**src/rtl/param_mode_counter.sv**
```systemverilog
// rtl/param_mode_counter.sv - parameterised up/down counter, free-run/one-shot, load/start/stop, terminal-count pulse
// Optional CE prescaler is built when COUNTER_PRESCALE_EN is defined.
module param_mode_counter #(
    parameter int unsigned     WIDTH    = 4,
    parameter longint unsigned MODULUS  = 16,
    parameter int unsigned     PRESCALE = 4
) (
    input  logic             CLK,
    input  logic             RESETN,
    input  logic             CE,
    input  logic             START,
    input  logic             STOP,
    input  logic             LOAD,
    input  logic [WIDTH-1:0] LOAD_VAL,
    input  logic             DIR,
    input  logic             MODE,
    output logic [WIDTH-1:0] O,
    output logic             cout,
    output logic             BUSY
);

    localparam logic [WIDTH-1:0] MAX_VAL = WIDTH'(MODULUS - 64'd1);

    // Out-of-range parameters leave a named marker in the elaborated hierarchy.
    if (WIDTH < 1 || WIDTH > 32 || MODULUS < 2 || MODULUS > (64'd1 << WIDTH) ||
        PRESCALE < 1 || PRESCALE > 256) begin : g_param_range_error
    end

    typedef enum logic {
        S_IDLE = 1'b0,
        S_RUN  = 1'b1
    } state_e;

    state_e           state_q, state_d;
    logic [WIDTH-1:0] count_q, count_d;
    logic [WIDTH-1:0] count_step;
    logic [WIDTH-1:0] load_clamped;
    logic             step_en;
    logic             at_term;
    logic             tick;

    assign step_en      = (state_q == S_RUN) && CE && !LOAD && !STOP;
    assign at_term      = DIR ? (count_q == '0) : (count_q == MAX_VAL);
    assign load_clamped = (LOAD_VAL > MAX_VAL) ? MAX_VAL : LOAD_VAL;

`ifdef COUNTER_PRESCALE_EN
    localparam int unsigned PS_W = (PRESCALE > 1) ? $clog2(PRESCALE) : 1;

    logic [PS_W-1:0] ps_q, ps_d;

    assign tick = (ps_q == PS_W'(PRESCALE - 1));

    // Any load, start or return to IDLE restarts the step spacing from scratch.
    always_comb begin
        ps_d = ps_q;
        if (LOAD || (START && state_q == S_IDLE) || state_d == S_IDLE) begin
            ps_d = '0;
        end else if (step_en) begin
            ps_d = tick ? '0 : ps_q + PS_W'(1);
        end
    end

    always_ff @(posedge CLK or negedge RESETN) begin
        if (!RESETN) begin
            ps_q <= '0;
        end else begin
            ps_q <= ps_d;
        end
    end
`else
    assign tick = 1'b1;
`endif

    // Wrap is explicit so MODULUS need not be a power of two.
    always_comb begin
        count_step = count_q;
        if (DIR) begin
            count_step = at_term ? MAX_VAL : count_q - WIDTH'(1);
        end else begin
            count_step = at_term ? '0 : count_q + WIDTH'(1);
        end
    end

    always_comb begin
        state_d = state_q;
        count_d = count_q;
        if (LOAD) begin
            count_d = load_clamped;
        end
        if (STOP && state_q == S_RUN) begin
            state_d = S_IDLE;
        end else if (START && state_q == S_IDLE) begin
            state_d = S_RUN;
        end else if (step_en && tick) begin
            count_d = count_step;
            if (MODE && at_term) begin
                state_d = S_IDLE;
            end
        end
    end

    always_ff @(posedge CLK or negedge RESETN) begin
        if (!RESETN) begin
            state_q <= S_IDLE;
            count_q <= '0;
        end else begin
            state_q <= state_d;
            count_q <= count_d;
        end
    end

    assign O    = count_q;
    assign BUSY = (state_q == S_RUN);
    assign cout = step_en && tick && at_term;

endmodule
```
**config.mk**
```make
export PLATFORM = sky130hd
export DESIGN_NAME = param_mode_counter
export DESIGN_NICKNAME = d
export VERILOG_FILES = /design/src/rtl/param_mode_counter.sv
export SDC_FILE = /design/constraint.sdc
export NUM_CORES = 1
export LEC_CHECK = 0
export ABC_AREA = 0
export CAP_MARGIN = 20
export CORE_AREA = 2 2 39 41
export CTS_CLUSTER_DIAMETER = 80
export DETAILED_ROUTE_END_ITERATION = 10
export DIE_AREA = 0 0 41 43
export HOLD_SLACK_MARGIN = 0.12
export SYNTH_ARGS = -nofsm -noshare
export SYNTH_HDL_FRONTEND = slang
export SYNTH_SLANG_ARGS = --single-unit
```
**constraint.sdc**
```tcl
create_clock -name CLK -period 3.08 [get_ports CLK]
set_input_delay 0.308 -clock CLK [delete_from_list [all_inputs] [get_ports CLK]]
set_output_delay 0.308 -clock CLK [all_outputs]
set_load 0.02 [all_outputs]
```
* Yosys cells after proc, flatten, opt, wreduce, memory -nomap -nowiden
Cells that the tools add are included.
** Operators by class
- Magnitude comparators :: 1
- Bitwise logic cells :: 1
- Reductions and logical operators :: 13
- Add/sub/neg operators :: 2
- Equal/unequal tests :: 1
- Mux-type cells :: 13
** Operators by type and width (count)
- $mux 4 :: 8
- $logic_and 1x1->1 :: 7
- $reduce_bool 3->1 :: 2
- $mux 1 :: 5
- $add 4x1->4 const B :: 1
- $eq 4x4->1 const B :: 1
- $gt 4x4->1 const B :: 1
- $logic_not 4->1 :: 1
- $sub 4x1->4 const B :: 1
- $logic_not 1->1 :: 2
- $reduce_and 2->1 :: 1
- $not 1->1 :: 1
** Word-level totals
- Word-level logic and storage cells :: 33
- Bits of input ports :: 12
- Register bits :: 5
- Output and inout bits :: 6

* Longest topological paths before layout
Gate-level depths: netlist (run 1).
- Word-level depth :: 7
- Gate-level depth with buffers :: 6
- Gate-level depth less buffers :: 6

* Least setup slack after synthesis (run 1)
No wires, ideal clock.
- Kind :: reg2out
- From :: reg count_q[0], in the netlist O[0]
- To :: out cout
- Arrival :: 1411 ps
- Path slack :: 1361 ps
- Cell stages (with the launch flop) :: 6
- Required time :: 2772 ps
- Cells stage by stage :: dfrtp_1 inv_1 ha_1 and4bb_2 a21oi_1 nor2_1
** On the way
- Cells in the longest elaborated chain, start to end :: 3
** Ends and longest elaborated chain
- start, declared :: RTL line 35 : logic [WIDTH-1:0] count_q, count_d;
- start signal, assigned :: RTL line 108 : count_q <= count_d;
- $eq 4x4->1 or $logic_not 4->1 (tied branches) :: RTL line 43 : assign at_term = DIR ? (count_q == '0) : (count_q == MAX_VAL);
- $mux 1 (*) :: RTL line 43
- $logic_and 1x1->1 (*) :: RTL line 114 : assign cout = step_en && tick && at_term;
- end, declared :: RTL line 18 : output logic cout,
Every way passes the cells marked *; elsewhere a longest branch is shown, timed or not.

* Worst setup path in the final report (run 1)
Same ends and word-level chain as after synthesis.

==> impl_metrics.yaml, run 1 <==
cells_and_area:
  regArea_um2: 125
  area_delta_synth_final_pct: 52.5
  drive_gt1_frac: 0.0870
  multi_input_comb_area_um2: 250
  num-fill-cells: 140
  nets: 84
  antenna_cells: 0
  finalInstanceArea_um2: 603
  final_util: 0.436
timing:
  fin_ws_ns: 0.673
  maxSlewHeadroom: 0.816
  skew_ns: 0.00156
  report.final.setup_viol: 0
  fin_crit_ns: 2.41
  tightest_slew_ns: 0.274
  finalHoldWorstSlack_ns: 0.281
  hold_viol: 0
  final-max-slew-violation-count: 0
  max_freq_mhz: 415
  setup_tns_ns: 0
  period_share: 0.782
  grt_setup_unrepaired: "false"
clock_network:
  cts_tree: "yes"
  root_buffer: "clkbuf_4"
  cts_resized: 0
  cts_buffers: 3
  ctsHoldBuffers: 0
  cts.sinks: 5
  clkLatencyLatePin_ns: 0.24
  clockBufferDepth: 2
  htree_levels: 1
  post_cts_buffers: 0
  path_clk_slew_ns: 0.04
drt:
  wl_met3_um: 44
  avgViaCountPerCell: 4.93
  routed_wl_um: 880
  drt-met1-wl_um: 419
  drc_errors: 0
  drt_iter0_markers: 6
  ant_nets: 0
  num_vias: 419
  highest_layer: "met4"
  wl_per_cell_um: 10.4
  first_pass_iters: 4
  wl_met2_um: 398
worst_setup_path:
  crit_slowest_cell: "clkdlybuf4s50_1"
  critical_path_class: "flop to output pin"
  cp.arrival_ns: 2.10
  cp_max_fo: 7
  worst_ep_required_time_ns: 2.77
  cpPeakStageDelay_ns: 0.62
  start_kind: "flop"
  worstPathCellList: "inv_1 -> ha_1 -> and4bb_2 -> a21oi_1 -> nor2_1 -> clkdlybuf4s50_1"
  cp-end-kind: "output pin"
global_routing:
  overflow: 0
  antenna_found_initial: 0
  grt_max_degree: 11
  grt_pass1_wl_um: 1430
  track_usage: 0.122
  grt_pass1_vias: 347
power_and_ir_drop:
  p_int_uw: 170
  clkPwrFrac: 0.301
  power_frac_seq: 0.350
  pwr_density_cell_nw_per_um2: 416
  p_comb_frac: 0.349
  switching_share: 0.322
  irDropWorstVdd_mv: 0.220
  p_sw_uw: 80.8
  power.leakage_nw: 0.240
logic_synthesis:
  synth_warnings: 0
  synthesis.area_um2: 395
  synth.avg_cell_area_um2: 7.91
  synth_cell_type_count: 24
  synth_fp_nets: 64
  ys_ff_latch: 5
  ys_seq_area_frac: 0.316
  syn_inst: 50
die:
  die_h_um: 43
  core_um2: 1380
  num_rows: 14
  dieArea_um2: 1760
  die_x_um: 41
  boundaryPins: 18
  start_util: 0.286
min_path:
  hold_class: "input port to async pin"
placed_design:
  io_buffers: 17
  place_ws_ns: 0.686
  placedInstanceArea_um2: 577
  routabilityCongestion: 0.767
  post-dp-hpwl_um: 718
flow_run:
  cap_viol_max_count: 0
run_status:
  status: "finished, final reports clean"
per-stage QoR:
stage | cells | power [mW]
2_1_floorplan | 50 | 0.136
3_3_place_gp | 81 | 0.177
3_5_place_dp | 81 | 0.177
4_1_cts | 85 | 0.255
5_1_grt | 85 | 0.270
6_report | 85 | 0.251
worst paths after layout:
path | slack [ns] | startpoint | cells after the start | end
min in group CLK | 0.54 | BUSY$_DFFE_PN0P_ | 1 | BUSY$_DFFE_PN0P_
hold / removal | 0.28 | RESETN | 1 | O[0]$_DFF_PN0_
setup / recovery | 0.67 | O[0]$_DFF_PN0_ | 6 | cout
setup reg to reg | 1.55 | O[0]$_DFF_PN0_ | 6 | BUSY$_DFFE_PN0P_
hold reg to reg | 0.54 | BUSY$_DFFE_PN0P_ | 1 | BUSY$_DFFE_PN0P_
max in group asynchronous | 2.62 | RESETN | 1 | O[3]$_DFF_PN0_
area by class of cell:
type                       count  area share
tap                           16      0.0332
sequential                     5       0.207
timing repair buffer          17       0.282
inverter                       3      0.0187
multi-input combinational     40       0.415
clock buffer                   4      0.0436
power by group through the flow:
stage | logic (mW) | clock network, mW | registers, mW
floorplan | 0.0402 | 0 | 0.0960
global placement | 0.0884 | 0 | 0.0890
detailed placement | 0.0881 | 0 | 0.0890
CTS | 0.0886 | 0.0783 | 0.0879
global route | 0.0970 | 0.0834 | 0.0895
finish | 0.0876 | 0.0756 | 0.0878
metal layers:
| metal | global-route usage | up-vias |
|---|---|---|
| met1 | 0.172 | 190 |
| li1 | - | 215 |
| met2 | 0.159 | 12 |
| met5 | 0 | - |
| met3 | 0.0157 | 2 |
| met4 | 0.100 | 0 |
flip-flops by register name (all words and copies together) (netlist names):
register / count
BUSY: 1
O: 4
cells by family (layout without fill, tap and decap cells):
group	Yosys count	count (layout)	synth area share
compound gates	16	16	0.228
fa+ha+maj	2	2	0.0633
buf+inv	5	24	0.0506
flops	5	5	0.316
xor+xnor	2	2	0.0443
mux	1	1	0.0253
simple gates	19	19	0.272
synth_stat cells:
library cell / instances / area (µm²)
a211oi_1: 1 / 7.51
a21oi_1: 7 / 35.0
a31oi_1: 1 / 6.26
and3b_1: 1 / 8.76
and4bb_2: 1 / 12.5
buf_2: 1 / 5.00
clkbuf_1: 1 / 3.75
dfrtp_1: 5 / 125
ha_1: 2 / 25.0
inv_1: 2 / 7.51
inv_2: 1 / 3.75
mux2i_1: 1 / 10.0
nand2_1: 5 / 18.8
nand3b_1: 2 / 15.0
nor2_1: 5 / 18.8
nor2b_1: 1 / 6.26
nor3_1: 1 / 5.00
nor4b_1: 1 / 8.76
o21ai_0: 5 / 25.0
o31a_1: 1 / 8.76
o31ai_1: 1 / 7.51
or2_2: 1 / 6.26
or4_1: 1 / 7.51
xnor2_1: 2 / 17.5
cell usage in the layout, fill, tap and decap left out, drive strengths merged:
cell	count
clkdlybuf4s50	17
a21oi	7
dfrtp	5
nor2	5
nand2	5
o21ai	5
clkbuf	4
inv	3
nand3b	2
xnor2	2
ha	2
mux2i	1
and3b	1
o31ai	1
and4bb	1
or2	1
or4	1
nor4b	1
a211oi	1
nor3	1
nor2b	1
o31a	1
a31oi	1
worst max-delay path, delay by kind of cell (launching register included):
family	cells	cell delay, ns
DFF	1	0.45
AOI/OAI and AO/OA	1	0.05
buffers and inverters	2	0.76
adders and majority gates	1	0.22
and+or+nand+nor	2	0.38
Power figures use the tool's default switching activity.
==> run 2: changes to the inputs <==
==> constraint.sdc (replaced) <==
create_clock -name CLK -period 2.1 [get_ports CLK]
set_input_delay 0.21 -clock CLK [delete_from_list [all_inputs] [get_ports CLK]]
set_output_delay 0.21 -clock CLK [all_outputs]
set_load 0.02 [all_outputs]
==> run 2 against run 1 <==
Effect of this change:
- clock power rose by 47%
- sequential share of layout area down 1.6 points
- final cell count up 8.2%
==> impl_metrics.yaml, run 2 (synthesis gave the netlist of run 1 again) <==
run_status:
  status: "finished, final reports clean"
worst_setup_path:
  cpPeakStageDelay_ns: 0.43
  start_kind: "flop"
  crit_slowest_cell: "dfrtp_1"
  reg2regPathDepth: 6
  worst_ep_required_time_ns: 1.89
  cp-end-kind: "output pin"
  cpLargestDelayFamily: "buffers and inverters"
  cp.arrival_ns: 1.69
  r2r_slack_ns: 0.59
  crit_buf_inv: 2
  worstPathCellList: "inv_1 -> ha_1 -> and4bb_2 -> a21oi_1 -> nor2_1 -> dlygate4sd2_1"
  rr_startpoint: "O[1]$_DFF_PN0_"
  cp_max_fo: 6
  timing.rr.end: "O[3]$_DFF_PN0_"
  critical_path_class: "flop to output pin"
timing:
  tightest_slew_ns: 0.287
  period_share: 0.904
  skew_ns: 0.00143
  grt_setup_unrepaired: "false"
  setup_tns_ns: 0
  final-max-slew-violation-count: 0
  max_freq_mhz: 527
  hold_viol: 0
  report.final.setup_viol: 0
  maxSlewHeadroom: 0.807
  fin_crit_ns: 1.90
global_routing:
  grt_pass1_wl_um: 1670
  antenna_found_initial: 0
  grt_max_degree: 11
  grt_pass1_vias: 406
  track_usage: 0.143
  overflow: 0
power_and_ir_drop:
  p_sw_uw: 123
  irDropWorstVdd_mv: 0.379
  p_int_uw: 264
  pwr_density_cell_nw_per_um2: 591
  power.leakage_nw: 0.278
  clkPwrFrac: 0.287
  switching_share: 0.317
  power_frac_seq: 0.321
  p_total_uw: 387
  p_comb_frac: 0.392
die:
  die_x_um: 41
  boundaryPins: 18
  num_rows: 14
  start_util: 0.286
  dieArea_um2: 1760
  die_h_um: 43
  core_um2: 1380
flow_run:
  cap_viol_max_count: 0
drt:
  first_pass_iters: 4
  drc_errors: 0
  wl_per_cell_um: 10.8
  num_vias: 432
  drt_iter0_markers: 2
  routed_wl_um: 998
  avgViaCountPerCell: 4.70
  ant_nets: 0
placed_design:
  io_buffers: 17
  routabilityCongestion: 0.760
  post-dp-hpwl_um: 827
clock_network:
  root_buffer: "clkbuf_4"
  cts_resized: 1
  cts.sinks: 5
  ctsHoldBuffers: 0
  clkLatencyLatePin_ns: 0.24
  clockBufferDepth: 2
  path_clk_slew_ns: 0.04
  htree_levels: 1
  post_cts_buffers: 0
  cts_buffers: 3
  cts_tree: "yes"
cells_and_area:
  drive_gt1_frac: 0.171
  nets: 91
  mostFrequentLayoutCells: "16 x clkdlybuf4s50_1, 7 x a21oi_1, 7 x buf_4"
  area_delta_synth_final_pct: 65.5
  largest_register_ffs: 4
  mostFrequentLayoutCell: "clkdlybuf4s50_1"
  antenna_cells: 0
min_path:
  hold_class: "input port to async pin"
[run 2: cell types whose count changed in the layout (fill, tap and decap cells not counted), sizes merged]
cell / delta
buf: +7
clkdlybuf4s50: -1
dlygate4sd2: +1
[run 2: worst register-to-register path, cell delays in order, from the launching register on]
cell	delay [ns]
dfrtp_1	0.42
inv_1	0.10
ha_1	0.20
buf_4	0.14
a211oi_1	0.21
nor3_1	0.08
o31a_1	0.25
[run 2: worst max path at each step]
stage | cells after the start | slack [ns] | endpoint | startpoint
after floorplan | 6 | 0.42 | BUSY$_DFFE_PN0P_ | O[0]$_DFF_PN0_
after detailed placement | 5 | 0.04 | cout | STOP
final | 6 | 0.20 | cout | O[1]$_DFF_PN0_
after global placement | 5 | 0.07 | cout | STOP
after global routing | 6 | 0.04 | cout | O[1]$_DFF_PN0_
after CTS | 6 | 0.18 | cout | O[1]$_DFF_PN0_
[run 2: power groups by stage]
| stage | sequential [mW] | combinational [mW] | clock, mW |
|---|---|---|---|
| finish | 0.124 | 0.152 | 0.111 |
| global route | 0.127 | 0.168 | 0.126 |
| CTS | 0.124 | 0.153 | 0.116 |
| detailed placement | 0.125 | 0.152 | 0 |
| global placement | 0.125 | 0.153 | 0 |
| floorplan | 0.141 | 0.0589 | 0 |
[run 2: stage by stage]
step,setup WS (ns),util,hold WS [ns],cells,area [µm²]
after floorplan,0.420,-,-0.0856,50,395
after global placement,0.0687,0.455,0.443,88,629
after detailed placement,0.0416,0.455,0.444,88,629
after CTS,0.177,0.473,0.185,92,654
after global routing,0.0402,0.473,0.184,92,654
final,0.201,0.473,0.185,92,654
[run 2: final cells by class]
class	instances	area, µm²
clock buffers	4	26.3
fillers	141	729
inverters	3	11.3
multi-input cells	40	250
flip-flops and latches	5	125
well taps	16	20.0
repair buffers	24	221
[run 2: routing by layer]
layer  vias up  track usage  share of wire
met4         0        0.100          0.024
met3         3       0.0157          0.041
met2        13        0.175           0.42
met1       186        0.220           0.52
li1        230            -              -
met5         -            0              0
==> RTL edit 1: new RTL, flow settings as in run 2 <==
Set the parameter `WIDTH` to 3 (it was 4).
--- a/src/rtl/param_mode_counter.sv
+++ b/src/rtl/param_mode_counter.sv
@@ -2,5 +2,5 @@
 // Optional CE prescaler is built when COUNTER_PRESCALE_EN is defined.
 module param_mode_counter #(
-    parameter int unsigned     WIDTH    = 4,
+    parameter int unsigned     WIDTH    = 3,
     parameter longint unsigned MODULUS  = 16,
     parameter int unsigned     PRESCALE = 4
Interface: changed (resized LOAD_VAL and O); port bits go from 18 to 16. The function was not compared with the original's and may differ.
==> RTL edit 1 against run 2 <==
Register-to-register slack improved by 0.05 ns. Utilization fell by 7.1 points. Sequential cell count down 1. Wire length is 25% lower. Highest routed layer unchanged. Area after synthesis decreased by 12%. Combinational power decreased by 18%. Worst setup slack lost 0.10 ns. Clock skew is 0.00050 ns higher. Cell area decreased by 15%. Total power fell by 19%. Sequential share of layout area decreased by 1.1 points.
==> RTL edit 1: results (changes against run 2) <==
status: "completed"
crit_start: "O[0]"
num_vias: 314  # -27%
cp_max_fo: 4  # -2
dr.pass1.iters: 2  # -2
drive_gt1_share_pct: 24.56  # +7.5 points
wl_met1_um: 362  # -30%
max_stage_delay_ns: 0.40  # -0.03 ns
wl_met2_um: 343  # -18%
grt_max_degree: 8  # -3
ys_types: 21  # -13%
placed_area_sq_um: 534.3  # -15%
dpl.hpwl_um: 640.5  # -23%
cp_top_family: "adder cells"
grt_usage_pct: 10.49  # -3.8 points
place_ws_ns: 0.08289  # +0.04131 ns
cts_buffer_depth: 2  # unchanged
fin_nets: 75  # -18%
wirelength_um: 752  # -25%
drtIter0Drc: 1  # -1
nFillCells: 158  # +12%
synth_common_cells: "5 x ha_1, 4 x dfrtp_1, 4 x nand2_1"
finalWorstSetupSlack_ns: 0.09773  # -0.1030 ns
tightest_slew_ns: 0.2174  # -0.06917 ns
synthTopCellsByArea: "dfrtp_1 29%, ha_1 18%, o31ai_2 7.2%"
vdd_ir_drop_max_v: 0.0002665  # -30%
grt_pass1_vias: 306  # -25%
synth_nets: 53  # -17%
p_leak_nw: 0.2426  # -13%
globalplace.congestion: 0.6141  # -19%
arrival_ns: 1.79  # +0.10 ns
port_buffers: 15  # -2
wl_met3_um: 29  # -29%
skew_ns: 0.001932  # +0.0005046 ns
largest_register_ff_count: 3  # -1
r2r_slack_ns: 0.64  # +0.05 ns
synth_ff_type: "dfrtp_1"
ys_seq_area_share_pct: 28.67  # -3.0 points
grt_pass1_wl_um: 1166  # -30%
post_cts_buffers: 0  # unchanged
r2r_end: "O[2]"
hp-class: "input pin to asynchronous set/reset pin"
-- RTL edit 1: cell count changes after synthesis, sizes merged, moves of 2 or more --
cell,delta
o21ai,-2
nor2,-2
nand2b,+2
ha,+3
xnor2,-2
a21oi,-3
-- RTL edit 1: final cells by class --
class | instances | area share (%)
clock buffers | 3 | 4.054
inverters | 2 | 1.351
multi-input cells | 31 | 43.47
flip-flops and latches | 4 | 18.02
well taps | 16 | 3.604
repair buffers | 17 | 29.50
-- RTL edit 1: kinds of logic (layout without fill, tap and decap cells) --
group,Yosys count,after routing,synth area share [%]
and+or+nand+nor,14,14,24.37
AOI/OAI and AO/OA,11,11,23.65
adders and majority gates,5,5,17.92
DFF,4,4,28.67
buffers and inverters,2,22,2.151
muxes,1,1,3.226
-- RTL edit 1: repair_timing --
action                                  CTS  global route
endpoints found under the setup margin    1             0
hold buffers                              0             0
resized for setup                         1             0
-- RTL edit 1: report_power, final --
group          internal [mW]  switching (mW)
combinational         0.0678          0.0559
clock                 0.0636          0.0263
sequential            0.0875          0.0127
-- RTL edit 1: how the worst min path moves through the flow --
stage,start,to,slack (ns),depth (start not counted)
after detailed placement,RESETN,BUSY,0.43,1
after global placement,RESETN,BUSY,0.42,1
final,RESETN,O[1],0.18,1
after CTS,RESETN,O[1],0.18,1
after floorplan,RESETN,BUSY,-0.09,0
after global routing,RESETN,O[1],0.20,1
-- RTL edit 1: metrics by stage --
step / total power, mW / utilization (%) / instances
2_1_floorplan: 0.1690 / - / 37
3_3_place_gp: 0.2254 / 38.61 / 70
3_5_place_dp: 0.2269 / 38.61 / 70
4_1_cts: 0.3212 / 40.14 / 73
5_1_grt: 0.3373 / 40.14 / 73
6_report: 0.3138 / 40.14 / 73
-- RTL edit 1: routing by layer --
layer | GRT usage [%] | up-vias
met1 | 13.07 | 134
li1 | - | 172
met5 | 0 | -
met3 | 1.571 | 2
met4 | 12.00 | 0
met2 | 13.44 | 6
==> RTL edit 2: new RTL, settings of run 2 <==
Without the edit above. Put a register stage on the outputs `cout` and `BUSY`. The values now appear one clock later. The other outputs are not delayed to match.
--- a/src/rtl/param_mode_counter.sv
+++ b/src/rtl/param_mode_counter.sv
@@ -111,6 +111,8 @@
 
     assign O    = count_q;
-    assign BUSY = (state_q == S_RUN);
-    assign cout = step_en && tick && at_term;
+    always_ff @(posedge CLK) begin
+        cout <= step_en && tick && at_term;
+        BUSY <= (state_q == S_RUN);
+    end
 
 endmodule
Formal check against the unedited RTL: not equivalent (Yosys sat finds a counterexample within 4 cycles, from zero or initial values and one cycle with RESETN low).
==> RTL edit 2 against run 2 <==
Register-to-register slack better by 0.03 ns. Total power up 7.9%. Count of clock-buffer cells in the layout unchanged. Area after synthesis up 10%. Worst setup slack improved by 0.33 ns. Cell area is 1.7% lower. Largest power group is now registers. Non-clock buffer count shrank 7. Critical path depth down 5. Sequential cell count is 2 higher. Wire length fell by 5.1%. Largest cell class unchanged.
==> RTL edit 2: results (changes against run 2) <==
status: "completed"
drive_gt1_share_pct: 8.451  # -8.7 points
grt_pass1_vias: 376  # -7.4%
skew_ns: 0.0008933  # -0.0005343 ns
arrival_ns: 1.36  # -0.33 ns
drtIter0Drc: 6  # +4
yosys_warnings: 0  # unchanged
cp_max_fo: 10  # +4
fin_nets: 86  # -5.5%
crit_start: "O[3]"
ys_seq_area_share_pct: 37.93  # +6.3 points
num_vias: 434  # +0.46%
grt_pass1_wl_um: 1573  # -5.8%
max_stage_delay_ns: 0.65  # +0.22 ns
clk_pin_slew_ns: 0.05
grt_usage_pct: 13.36  # -0.90 points
synth_nets: 66  # +3.1%
nFillCells: 146  # +3.5%
ctsResizeCount: 0  # -1
dr.pass1.iters: 4  # unchanged
synthTopCellsByArea: "dfrtp_1 29%, dfxtp_1 9.2%, a21oi_1 8.0%"
relSlewSlack_pct: 80.28  # -0.45 points
r2r_start: "O[0]"
vdd_ir_drop_max_v: 0.0003274  # -14%
cts.htree.levels: 1  # unchanged
routedWlPerCell_um: 10.89  # +0.34%
globalplace.congestion: 0.7231  # -4.8%
async_flop_share_pct: 71.43  # -29 points
dpl.hpwl_um: 739.4  # -11%
cts_made_buffers: 3  # unchanged
crit_slowest_cell: "clkdlybuf4s50_1"
p_leak_nw: 0.2561  # -7.9%
r2r_slack_ns: 0.62  # +0.03 ns
ys_types: 25  # +4.2%
-- RTL edit 2: final timing paths --
path | endpoint | cells past startpoint
worst max-delay path | O[3] | 1
worst min-delay path | state_q | 1
worst max register to register | O[3] | 5
worst min register to register | BUSY | 0
max in group asynchronous | O[2] | 1
min in group CLK | BUSY | 0
-- RTL edit 2: layout make-up --
cell class | count | area (sq um) | share of cell area [%]
multi-input combinational | 40 | 250.2 | 38.91
timing repair buffer | 17 | 170.2 | 26.46
sequential | 7 | 165.2 | 25.68
clock buffer | 4 | 26.28 | 4.086
tap | 16 | 20.02 | 3.113
inverter | 3 | 11.26 | 1.751
-- RTL edit 2: power breakdown --
| part | total (mW) | switching [mW] | internal (mW) |
|---|---|---|---|
| registers | 0.170 | 0.0208 | 0.149 |
| logic | 0.128 | 0.0585 | 0.0695 |
| clock network | 0.120 | 0.0472 | 0.0724 |
-- RTL edit 2: metal layers --
metal	share of wire [%]	track usage [%]	routed length (um)
met5	0	0	0
met4	1.1	10.00	10
met3	4.6	1.571	44
met2	48	19.38	456
met1	46	17.16	434
-- RTL edit 2: kinds of logic after synthesis --
family | share of synthesized area [%]
XOR/XNOR | 4.024
AND/OR/NAND/NOR | 24.71
adder cells (fa/ha/maj) | 5.746
multiplexers | 2.299
AO/OA/AOI/OAI | 20.69
buffers and inverters | 4.596
flip-flops | 37.93
-- RTL edit 2: stage by stage --
| step | cells | cell area [sq um] | setup slack, ns | hold slack (ns) | power [mW] |
|---|---|---|---|---|---|
| 5_1_grt | 87 | 643.1 | 0.4438 | 0.1976 | 0.4493 |
| 6_report | 87 | 643.1 | 0.5317 | 0.1877 | 0.4177 |
| 3_5_place_dp | 83 | 616.8 | 0.4188 | 0.4405 | 0.3018 |
| 4_1_cts | 87 | 643.1 | 0.5214 | 0.1852 | 0.4282 |
| 3_3_place_gp | 83 | 616.8 | 0.4684 | 0.4412 | 0.3013 |
| 2_1_floorplan | 52 | 435.4 | 0.6067 | -0.08559 | 0.2423 |
-- RTL edit 2: worst reg2reg max path, cell delays in order, from the launching register on --
cell and delay [ns]:
dfrtp_1 0.45, inv_1 0.12, ha_1 0.25, a211oi_1 0.22
nor3_1 0.08, o31a_1 0.24
